File: config.mk
export PLATFORM = sky130hd
export DESIGN_NAME = frv_pipeline_pc_track_flat
export DESIGN_NICKNAME = d
export VERILOG_FILES = /design/src/rtl/frv_pipeline_pc_track_pkg.sv /design/src/rtl/frv_pipeline_pc_track_if.sv /design/src/rtl/frv_pipeline_pc_track_fifo.sv /design/src/rtl/frv_pipeline_pc_track.sv /design/src/flat_wrapper.sv
export SDC_FILE = /design/constraint.sdc
export NUM_CORES = 1
export LEC_CHECK = 0
export CAP_MARGIN = 20
export CORE_MARGIN = 4
export CORE_UTILIZATION = 50
export CTS_BUF_LIST = sky130_fd_sc_hd__clkbuf_8
export DETAILED_ROUTE_END_ITERATION = 10
export PLACE_DENSITY = 0.75
export SLEW_MARGIN = 20
export SYNTH_ARGS = -nofsm -noshare
export SYNTH_HDL_FRONTEND = slang
export SYNTH_SLANG_ARGS = --single-unit
File: constraint.sdc
create_clock -name g_clk -period 14.4 [get_ports g_clk]
set_input_delay 1.44 -clock g_clk [delete_from_list [all_inputs] [get_ports g_clk]]
set_output_delay 1.44 -clock g_clk [all_outputs]
set_load 0.05 [all_outputs]
File: src/rtl/frv_pipeline_pc_track_pkg.sv
// Shared definitions for the decode-side PC tracking stage: data width,
// reset PC, instruction-length encoding and the buffered entry layout.
package frv_pipeline_pc_track_pkg;

    localparam int XL = 32;

    // PC of the first instruction fetched after reset.
    localparam logic [XL-1:0] FRV_PC_RESET_VALUE_DEFAULT = 32'h8000_0000;

    // Low two bits of a 32-bit instruction; anything else is compressed.
    localparam logic [1:0] FRV_ILEN_32 = 2'b11;

    // One buffered instruction with its PC and fall-through PC (98 bits).
    typedef struct packed {
        logic [XL-1:0] instr;
        logic [XL-1:0] pc;
        logic [XL-1:0] npc;
        logic          size;   // 1 = 32-bit, 0 = 16-bit
        logic          error;
    } frv_pct_entry_t;

    // Error entries are always treated as 32-bit so the PC stays aligned
    // with what the fetch stage consumed.
    function automatic logic frv_is_32bit(input logic [1:0] low_bits,
                                          input logic       fetch_error);
        return (low_bits == FRV_ILEN_32) || fetch_error;
    endfunction

    // Byte length of an instruction of the given size.
    function automatic logic [XL-1:0] frv_instr_len(input logic size);
        return size ? 32'd4 : 32'd2;
    endfunction

endpackage

File: src/rtl/frv_pipeline_pc_track_if.sv
// Fetch-side (s1) and decode-side (s2) handshake bundle of the PC tracker.
// The slave modport is the tracker's view, the master modport the
// surrounding pipeline's view.
interface frv_pipeline_pc_track_if;

    logic        s1_flush;
    logic [31:0] s1_flush_target;
    logic        s1_valid;
    logic [31:0] s1_data;
    logic        s1_error;
    logic        s1_busy;

    logic        s2_valid;
    logic [31:0] s2_instr;
    logic [31:0] s2_pc;
    logic [31:0] s2_npc;
    logic        s2_size;
    logic        s2_error;
    logic        s2_busy;

    modport slave (
        input  s1_flush, s1_flush_target, s1_valid, s1_data, s1_error,
        output s1_busy,
        output s2_valid, s2_instr, s2_pc, s2_npc, s2_size, s2_error,
        input  s2_busy
    );

    modport master (
        output s1_flush, s1_flush_target, s1_valid, s1_data, s1_error,
        input  s1_busy,
        input  s2_valid, s2_instr, s2_pc, s2_npc, s2_size, s2_error,
        output s2_busy
    );

endinterface

File: src/rtl/frv_pipeline_pc_track_fifo.sv
// Two-entry synchronous skid FIFO of PC-tagged instructions. Flush empties
// it in one cycle; the head reads as all-zero while empty.
module frv_pipeline_pc_track_fifo
    import frv_pipeline_pc_track_pkg::*;
#(
    parameter int FRV_PCT_DEPTH = 2
) (
    input  logic           g_clk,
    input  logic           g_reset,
    input  logic           flush,
    input  logic           push,
    input  logic           pop,
    input  frv_pct_entry_t wr_entry,
    output frv_pct_entry_t rd_entry,
    output logic           valid,
    output logic           full
);

    frv_pct_entry_t mem [2];
    logic           rd_ptr;
    logic           wr_ptr;
    logic [1:0]     count;

    // Occupancy and pointer bookkeeping; reset beats flush beats push/pop.
    // NOTE: sequential state uses non-blocking assignments so every register
    // samples pre-edge values regardless of statement order.
    always_ff @(posedge g_clk) begin
        if (g_reset) begin
            count  <= 2'd0;
            rd_ptr <= 1'b0;
            wr_ptr <= 1'b0;
        end else if (flush) begin
            count  <= 2'd0;
            rd_ptr <= 1'b0;
            wr_ptr <= 1'b0;
        end else begin
            if (push) wr_ptr <= ~wr_ptr;
            if (pop)  rd_ptr <= ~rd_ptr;
            case ({push, pop})
                2'b10:   count <= count + 2'd1;
                2'b01:   count <= count - 2'd1;
                default: count <= count;
            endcase
        end
    end

    // Entry storage written at the write pointer.
    // NOTE: the storage array is not reset; count==0 already marks every
    // slot dead and the head output is masked to zero while empty.
    always_ff @(posedge g_clk) begin
        if (push) mem[wr_ptr] <= wr_entry;
    end

    // Head entry, forced to zero while the FIFO is empty.
    // NOTE: the output gets a default before the conditional so no latch
    // is inferred on the empty path.
    always_comb begin
        rd_entry = '0;
        if (valid) rd_entry = mem[rd_ptr];
    end

    assign valid = (count != 2'd0);
    assign full  = (count == 2'(FRV_PCT_DEPTH));

endmodule

File: src/rtl/frv_pipeline_pc_track.sv
// Decode-side PC tracker: tags each whole instruction from fetch with its PC
// and fall-through PC, buffers up to two, and resynchronises on flush.
module frv_pipeline_pc_track
    import frv_pipeline_pc_track_pkg::*;
#(
    parameter logic [XL-1:0] FRV_PC_RESET_VALUE = FRV_PC_RESET_VALUE_DEFAULT,
    parameter int            FRV_PCT_DEPTH      = 2   // only 2 is supported
) (
    input logic                   g_clk,
    input logic                   g_reset,
    frv_pipeline_pc_track_if.slave pct
);

    logic [XL-1:0]  pc_next;
    logic           push;
    logic           pop;
    logic           fifo_valid;
    logic           fifo_full;
    logic           new_size;
    frv_pct_entry_t new_entry;
    frv_pct_entry_t head;

    // Flush suppresses both sides of the handshake for that cycle.
    assign push = pct.s1_valid && !pct.s1_busy  && !pct.s1_flush;
    assign pop  = pct.s2_valid && !pct.s2_busy  && !pct.s1_flush;

    // Build the entry for the instruction offered by fetch this cycle.
    always_comb begin
        new_size        = frv_is_32bit(pct.s1_data[1:0], pct.s1_error);
        new_entry       = '0;
        new_entry.size  = new_size;
        new_entry.error = pct.s1_error;
        new_entry.pc    = pc_next;
        new_entry.npc   = pc_next + frv_instr_len(new_size);
        if (pct.s1_error)
            new_entry.instr = '0;
        else if (new_size)
            new_entry.instr = pct.s1_data;
        else
            new_entry.instr = {16'b0, pct.s1_data[15:0]};
    end

    // PC of the next instruction to arrive; flush reloads it halfword-aligned.
    always_ff @(posedge g_clk) begin
        if (g_reset)
            pc_next <= FRV_PC_RESET_VALUE;
        else if (pct.s1_flush)
            pc_next <= pct.s1_flush_target & ~32'h1;
        else if (push)
            pc_next <= new_entry.npc;
    end

    frv_pipeline_pc_track_fifo #(
        .FRV_PCT_DEPTH (FRV_PCT_DEPTH)
    ) u_fifo (
        .g_clk    (g_clk),
        .g_reset  (g_reset),
        .flush    (pct.s1_flush),
        .push     (push),
        .pop      (pop),
        .wr_entry (new_entry),
        .rd_entry (head),
        .valid    (fifo_valid),
        .full     (fifo_full)
    );

    // Back-pressure depends only on stored occupancy, never on s2_busy.
    assign pct.s1_busy  = fifo_full;

    assign pct.s2_valid = fifo_valid;
    assign pct.s2_instr = head.instr;
    assign pct.s2_pc    = head.pc;
    assign pct.s2_npc   = head.npc;
    assign pct.s2_size  = head.size;
    assign pct.s2_error = head.error;

endmodule

File: src/flat_wrapper.sv
// flat-port wrapper written by rule: the top's interface ports become plain ports
module frv_pipeline_pc_track_flat import frv_pipeline_pc_track_pkg::*;
#(
    parameter logic [XL-1:0] FRV_PC_RESET_VALUE = FRV_PC_RESET_VALUE_DEFAULT,
    parameter int            FRV_PCT_DEPTH      = 2                         
)
  (g_clk, g_reset, pct_s1_flush, pct_s1_flush_target, pct_s1_valid, pct_s1_data, pct_s1_error, pct_s1_busy, pct_s2_valid, pct_s2_instr, pct_s2_pc, pct_s2_npc, pct_s2_size, pct_s2_error, pct_s2_busy);
  frv_pipeline_pc_track_if pct_i ();
  input logic g_clk;
  input logic g_reset;
  input wire logic [$bits(pct_i.s1_flush)-1:0] pct_s1_flush;
  input wire logic [$bits(pct_i.s1_flush_target)-1:0] pct_s1_flush_target;
  input wire logic [$bits(pct_i.s1_valid)-1:0] pct_s1_valid;
  input wire logic [$bits(pct_i.s1_data)-1:0] pct_s1_data;
  input wire logic [$bits(pct_i.s1_error)-1:0] pct_s1_error;
  output wire logic [$bits(pct_i.s1_busy)-1:0] pct_s1_busy;
  output wire logic [$bits(pct_i.s2_valid)-1:0] pct_s2_valid;
  output wire logic [$bits(pct_i.s2_instr)-1:0] pct_s2_instr;
  output wire logic [$bits(pct_i.s2_pc)-1:0] pct_s2_pc;
  output wire logic [$bits(pct_i.s2_npc)-1:0] pct_s2_npc;
  output wire logic [$bits(pct_i.s2_size)-1:0] pct_s2_size;
  output wire logic [$bits(pct_i.s2_error)-1:0] pct_s2_error;
  input wire logic [$bits(pct_i.s2_busy)-1:0] pct_s2_busy;
  assign pct_i.s1_flush = pct_s1_flush;
  assign pct_i.s1_flush_target = pct_s1_flush_target;
  assign pct_i.s1_valid = pct_s1_valid;
  assign pct_i.s1_data = pct_s1_data;
  assign pct_i.s1_error = pct_s1_error;
  assign pct_s1_busy = pct_i.s1_busy;
  assign pct_s2_valid = pct_i.s2_valid;
  assign pct_s2_instr = pct_i.s2_instr;
  assign pct_s2_pc = pct_i.s2_pc;
  assign pct_s2_npc = pct_i.s2_npc;
  assign pct_s2_size = pct_i.s2_size;
  assign pct_s2_error = pct_i.s2_error;
  assign pct_i.s2_busy = pct_s2_busy;
  frv_pipeline_pc_track #(.FRV_PC_RESET_VALUE(FRV_PC_RESET_VALUE), .FRV_PCT_DEPTH(FRV_PCT_DEPTH)) u_core (.g_clk(g_clk), .g_reset(g_reset), .pct(pct_i));
endmodule
==> summary.log <==
[yosys] simple-gate share of the synthesized area 13.6%
[setup_path] critical path arrival 3.44 ns
[yosys] prevailing post-synth register cell sky130_fd_sc_hd__edfxtp_1
[power_and_ir_drop] power per cell area 111 nW/um^2
[detailed_routing] detail-routed net length per standard cell 18.0 um
[setup_path] WS Path Type register to primary output
[sta] Max Slew Vio Count 0
[detailed_routing] Detailed Routing Iterations Pass 1 5
[setup_path] delay of the slowest cell on the worst path 0.89 ns
[setup_path] maximum fanout encountered on the critical timing path 57
[finish] utilization after layout 64.6%
[yosys] main combinational cell family by area after synthesis simple AND/OR/NAND/NOR gates
[power_and_ir_drop] worst IR drop on VDD 0.0000759 V
[floorplan] row count 51
[clock_tree] maximum buffer depth of the clock tree 3
[yosys] proportion of synthesized chip area in sequential cells 64.1%
[yosys] count of mapped cells out of synthesis 783
[yosys] post-synthesis register bit count 228
[sta] final total negative setup slack 0 ns
[finish] Antenna Cells 0
[detailed_routing] residual antenna-violating net count after detailed routing 0
[floorplan] total I/O pin count 170
[clock_tree] Post-CTS Resized 0
[setup_path] cell family with the largest share of critical-path delay buffers and inverters
[placed_design] Placed Area 12000 um^2
[flow_run] max-cap violation count 0
[detailed_routing] via count 6759
[placed_design] number of port buffers 166
[clock_tree] worst-skew pair later-pin latency 0.52 ns
[finish] number of nets in the finished design 1020
[floorplan] floorplan die height 150 um
[clock_tree] clock slew at the register clock pins of the worst setup and hold paths 0.06 ns
[clock_tree] number of buffers inserted during clock tree synthesis 38
[worst_hold_path] worst hold-check path type register to register
[clock_tree] cts-stage hold buffer count 0
[sta] final critical-path required period 4.88 ns
[sta] worst hold slack across all endpoints 0.495 ns
[yosys] post-synthesis average cell area 12.9 um^2
[floorplan] Chip Width 150 um
[setup_path] worst-path cell chain buf_4, mux2i_1, nor2_1, clkdlybuf4s50_1
[setup_path] Worst Setup Start Kind register
[placed_design] GPL Wtd Cong 0.746
[detailed_routing] detailed-route DRC error count 0
[clock_tree] number of setup buffers added after CTS 0
[floorplan] effective utilization at floorplan 51.5%
[finish] area growth from synthesis to layout 25.6%
[worst_hold_path] Hold Path Origin u_core.pc_next[1]
[setup_path] endpoint required time on the critical path 12.96 ns
[grt] number of antenna violations at the first check in global routing 0
[placed_design] placed wire-length estimate 14.1 mm
[grt] wire length of the first global-routing pass 35.0 mm
[grt] GRT Resource Usage Total 19.6%
[power_and_ir_drop] static leakage power 0.00425 uW
[yosys] cell type with the highest aggregate area in the netlist sky130_fd_sc_hd__edfxtp_1
[yosys] post-synthesis async set-or-reset flop share 0%
[sta] Worst Tran Pin Value 1.06 ns
[outcome] result of the run finished clean
[sta] ratio of final minimum period to clock period 33.9%
[placed_design] number of instances in the placed design 1170
[yosys] compound-cell area share of the yosys netlist 5.62%
[setup_path] Max stage delay cell, worst path sky130_fd_sc_hd__buf_4
[yosys] number of enable flip-flop cells after synthesis 192
[finish] Non-Filler Cell Area, Final 12700 um^2
[clock_tree] clock tree from TritonCTS done
[grt] largest net degree at the start of global routing 99
[yosys] post-synthesis instance area 10100 um^2
[yosys] area share of the largest cell type after synthesis 57.0%
[yosys] Post-Synth Adder-Cell Area 0.569%
[sta] total setup violations reported at the end of the flow 0
[clock_tree] clock sink count 228
[yosys] share of synthesized area spent on multiplexers 9.70%
[setup_path] critical path buffer and inverter count 2
[yosys] Yosys warnings 0
[detailed_routing] vias per cell 5.45
[yosys] most numerous cell in the Yosys netlist sky130_fd_sc_hd__edfxtp_1
[yosys] most common library cells after synthesis sky130_fd_sc_hd__edfxtp_1, sky130_fd_sc_hd__nor2_1, sky130_fd_sc_hd__mux2i_1
[floorplan] die area 22600 um^2
[sta] setup repair after global routing missed its margin no
[floorplan] core area 19700 um^2
[finish] number of non-filler instances in the completed layout 1240
[grt] total congestion overflow after global routing 0
[clock_tree] buffer type at the clock tree root sky130_fd_sc_hd__clkbuf_8
[finish] fraction of final layout cells sized beyond drive strength 1 8.00%
[clock_tree] depth of the CTS H-tree 2
[sta] relative max-transition margin 29.5%
[yosys] count of distinct cell types in the synthesized netlist 58
[yosys] top area cells in the synthesized netlist sky130_fd_sc_hd__edfxtp_1, sky130_fd_sc_hd__mux2i_1, sky130_fd_sc_hd__dfxtp_1
[finish] final-layout fill cell count 1585
[detailed_routing] total wire length after detailed routing 22.3 mm
[detailed_routing] drt first-iter violations 409
[setup_path] element type at the critical path end primary output
[yosys] post-synthesis xor/xnor area fraction 3.38%
[sta] number of failing hold endpoints at the final stage 0
[sta] worst setup skew after layout 0.0158 ns
[grt] number of global-route vias before repair 6833
[setup_path] Crit Reg-Reg Startpoint u_core.u_fifo.count[0]
[sta] Peak Freq 0.205 GHz
## final cells by class
class,count,area (um^2),share of cell area [%]
tap,265,332,2.61
inverter,12,45.0,0.355
timing repair buffer,177,1760,13.9
clock buffer,45,619,4.88
clock inverter,24,92.6,0.729
sequential,228,6490,51.1
multi-input combinational,489,3360,26.4
## worst paths after layout
| check | to | slack (ns) | cells past startpoint |
|---|---|---|---|
| worst max register to register | u_core.u_fifo.mem[1][54] | 11.24 | 6 |
| worst max-delay path | pct_s2_npc[29] | 9.52 | 4 |
| worst min-delay path | u_core.u_fifo.mem[1][35] | 0.49 | 0 |
| worst min register to register | u_core.u_fifo.mem[1][35] | 0.49 | 0 |
## metal layers
| metal | up-vias | GRT usage (%) | wire, um |
|---|---|---|---|
| met4 | 0 | 5.76 | 438 |
| met2 | 288 | 31.9 | 10500 |
| met1 | 3200 | 26.0 | 9280 |
| met5 | - | 0 | 0 |
| li1 | 3234 | - | - |
| met3 | 37 | 5.12 | 2120 |
## cells by family after synthesis
| logic type | Yosys count |
|---|---|
| multiplexers | 98 |
| AND/OR/NAND/NOR | 279 |
| AO/OA/AOI/OAI | 67 |
| buffers and inverters | 67 |
| adder cells (fa/ha/maj) | 4 |
| XOR/XNOR | 39 |
| flip-flops | 228 |
| other | 1 |
## worst register-to-register path: stages (launching register included)
cell and delay [ns]:
sky130_fd_sc_hd__dfxtp_1 0.44, sky130_fd_sc_hd__nand2b_1 0.39, sky130_fd_sc_hd__inv_2 0.17, sky130_fd_sc_hd__nor2_1 0.15
sky130_fd_sc_hd__buf_4 0.28, sky130_fd_sc_hd__and3_4 0.43, sky130_fd_sc_hd__buf_4 0.84
## power breakdown
group	switching, uW	total [uW]	internal, uW
Clock	239	521	282
Sequential	19.3	762	743
Combinational	78.1	132	53.8
## cells in the final DEF (no fill, tap or decap), types with 15 or more instances in the layout
cell type / count
sky130_fd_sc_hd__xor2_1: 15
sky130_fd_sc_hd__edfxtp_1: 192
sky130_fd_sc_hd__dfxtp_1: 35
sky130_fd_sc_hd__and3_1: 20
sky130_fd_sc_hd__nor2b_1: 21
sky130_fd_sc_hd__clkdlybuf4s50_1: 166
sky130_fd_sc_hd__clkbuf_8: 45
sky130_fd_sc_hd__mux2i_1: 98
sky130_fd_sc_hd__nand4_1: 20
sky130_fd_sc_hd__xnor2_1: 24
sky130_fd_sc_hd__nor2_1: 130
sky130_fd_sc_hd__nand2_1: 23
sky130_fd_sc_hd__inv_1: 28
## flip-flops by register name, indices dropped and copies added (netlist names), named ones only
register and flops:
u_core.pc_next 31, u_core.u_fifo.wr_ptr 1, u_core.u_fifo.rd_ptr 1, u_core.u_fifo.count 2
u_core.u_fifo.mem 192
## metrics by stage
step,power [uW],setup WS [ns]
2_1_floorplan,855,7.46
3_3_place_gp,905,9.64
3_5_place_dp,908,9.60
4_1_cts,1430,9.40
5_1_grt,1470,9.30
6_report,1420,9.52
No activity file was read; power rests on OpenSTA's default activity.
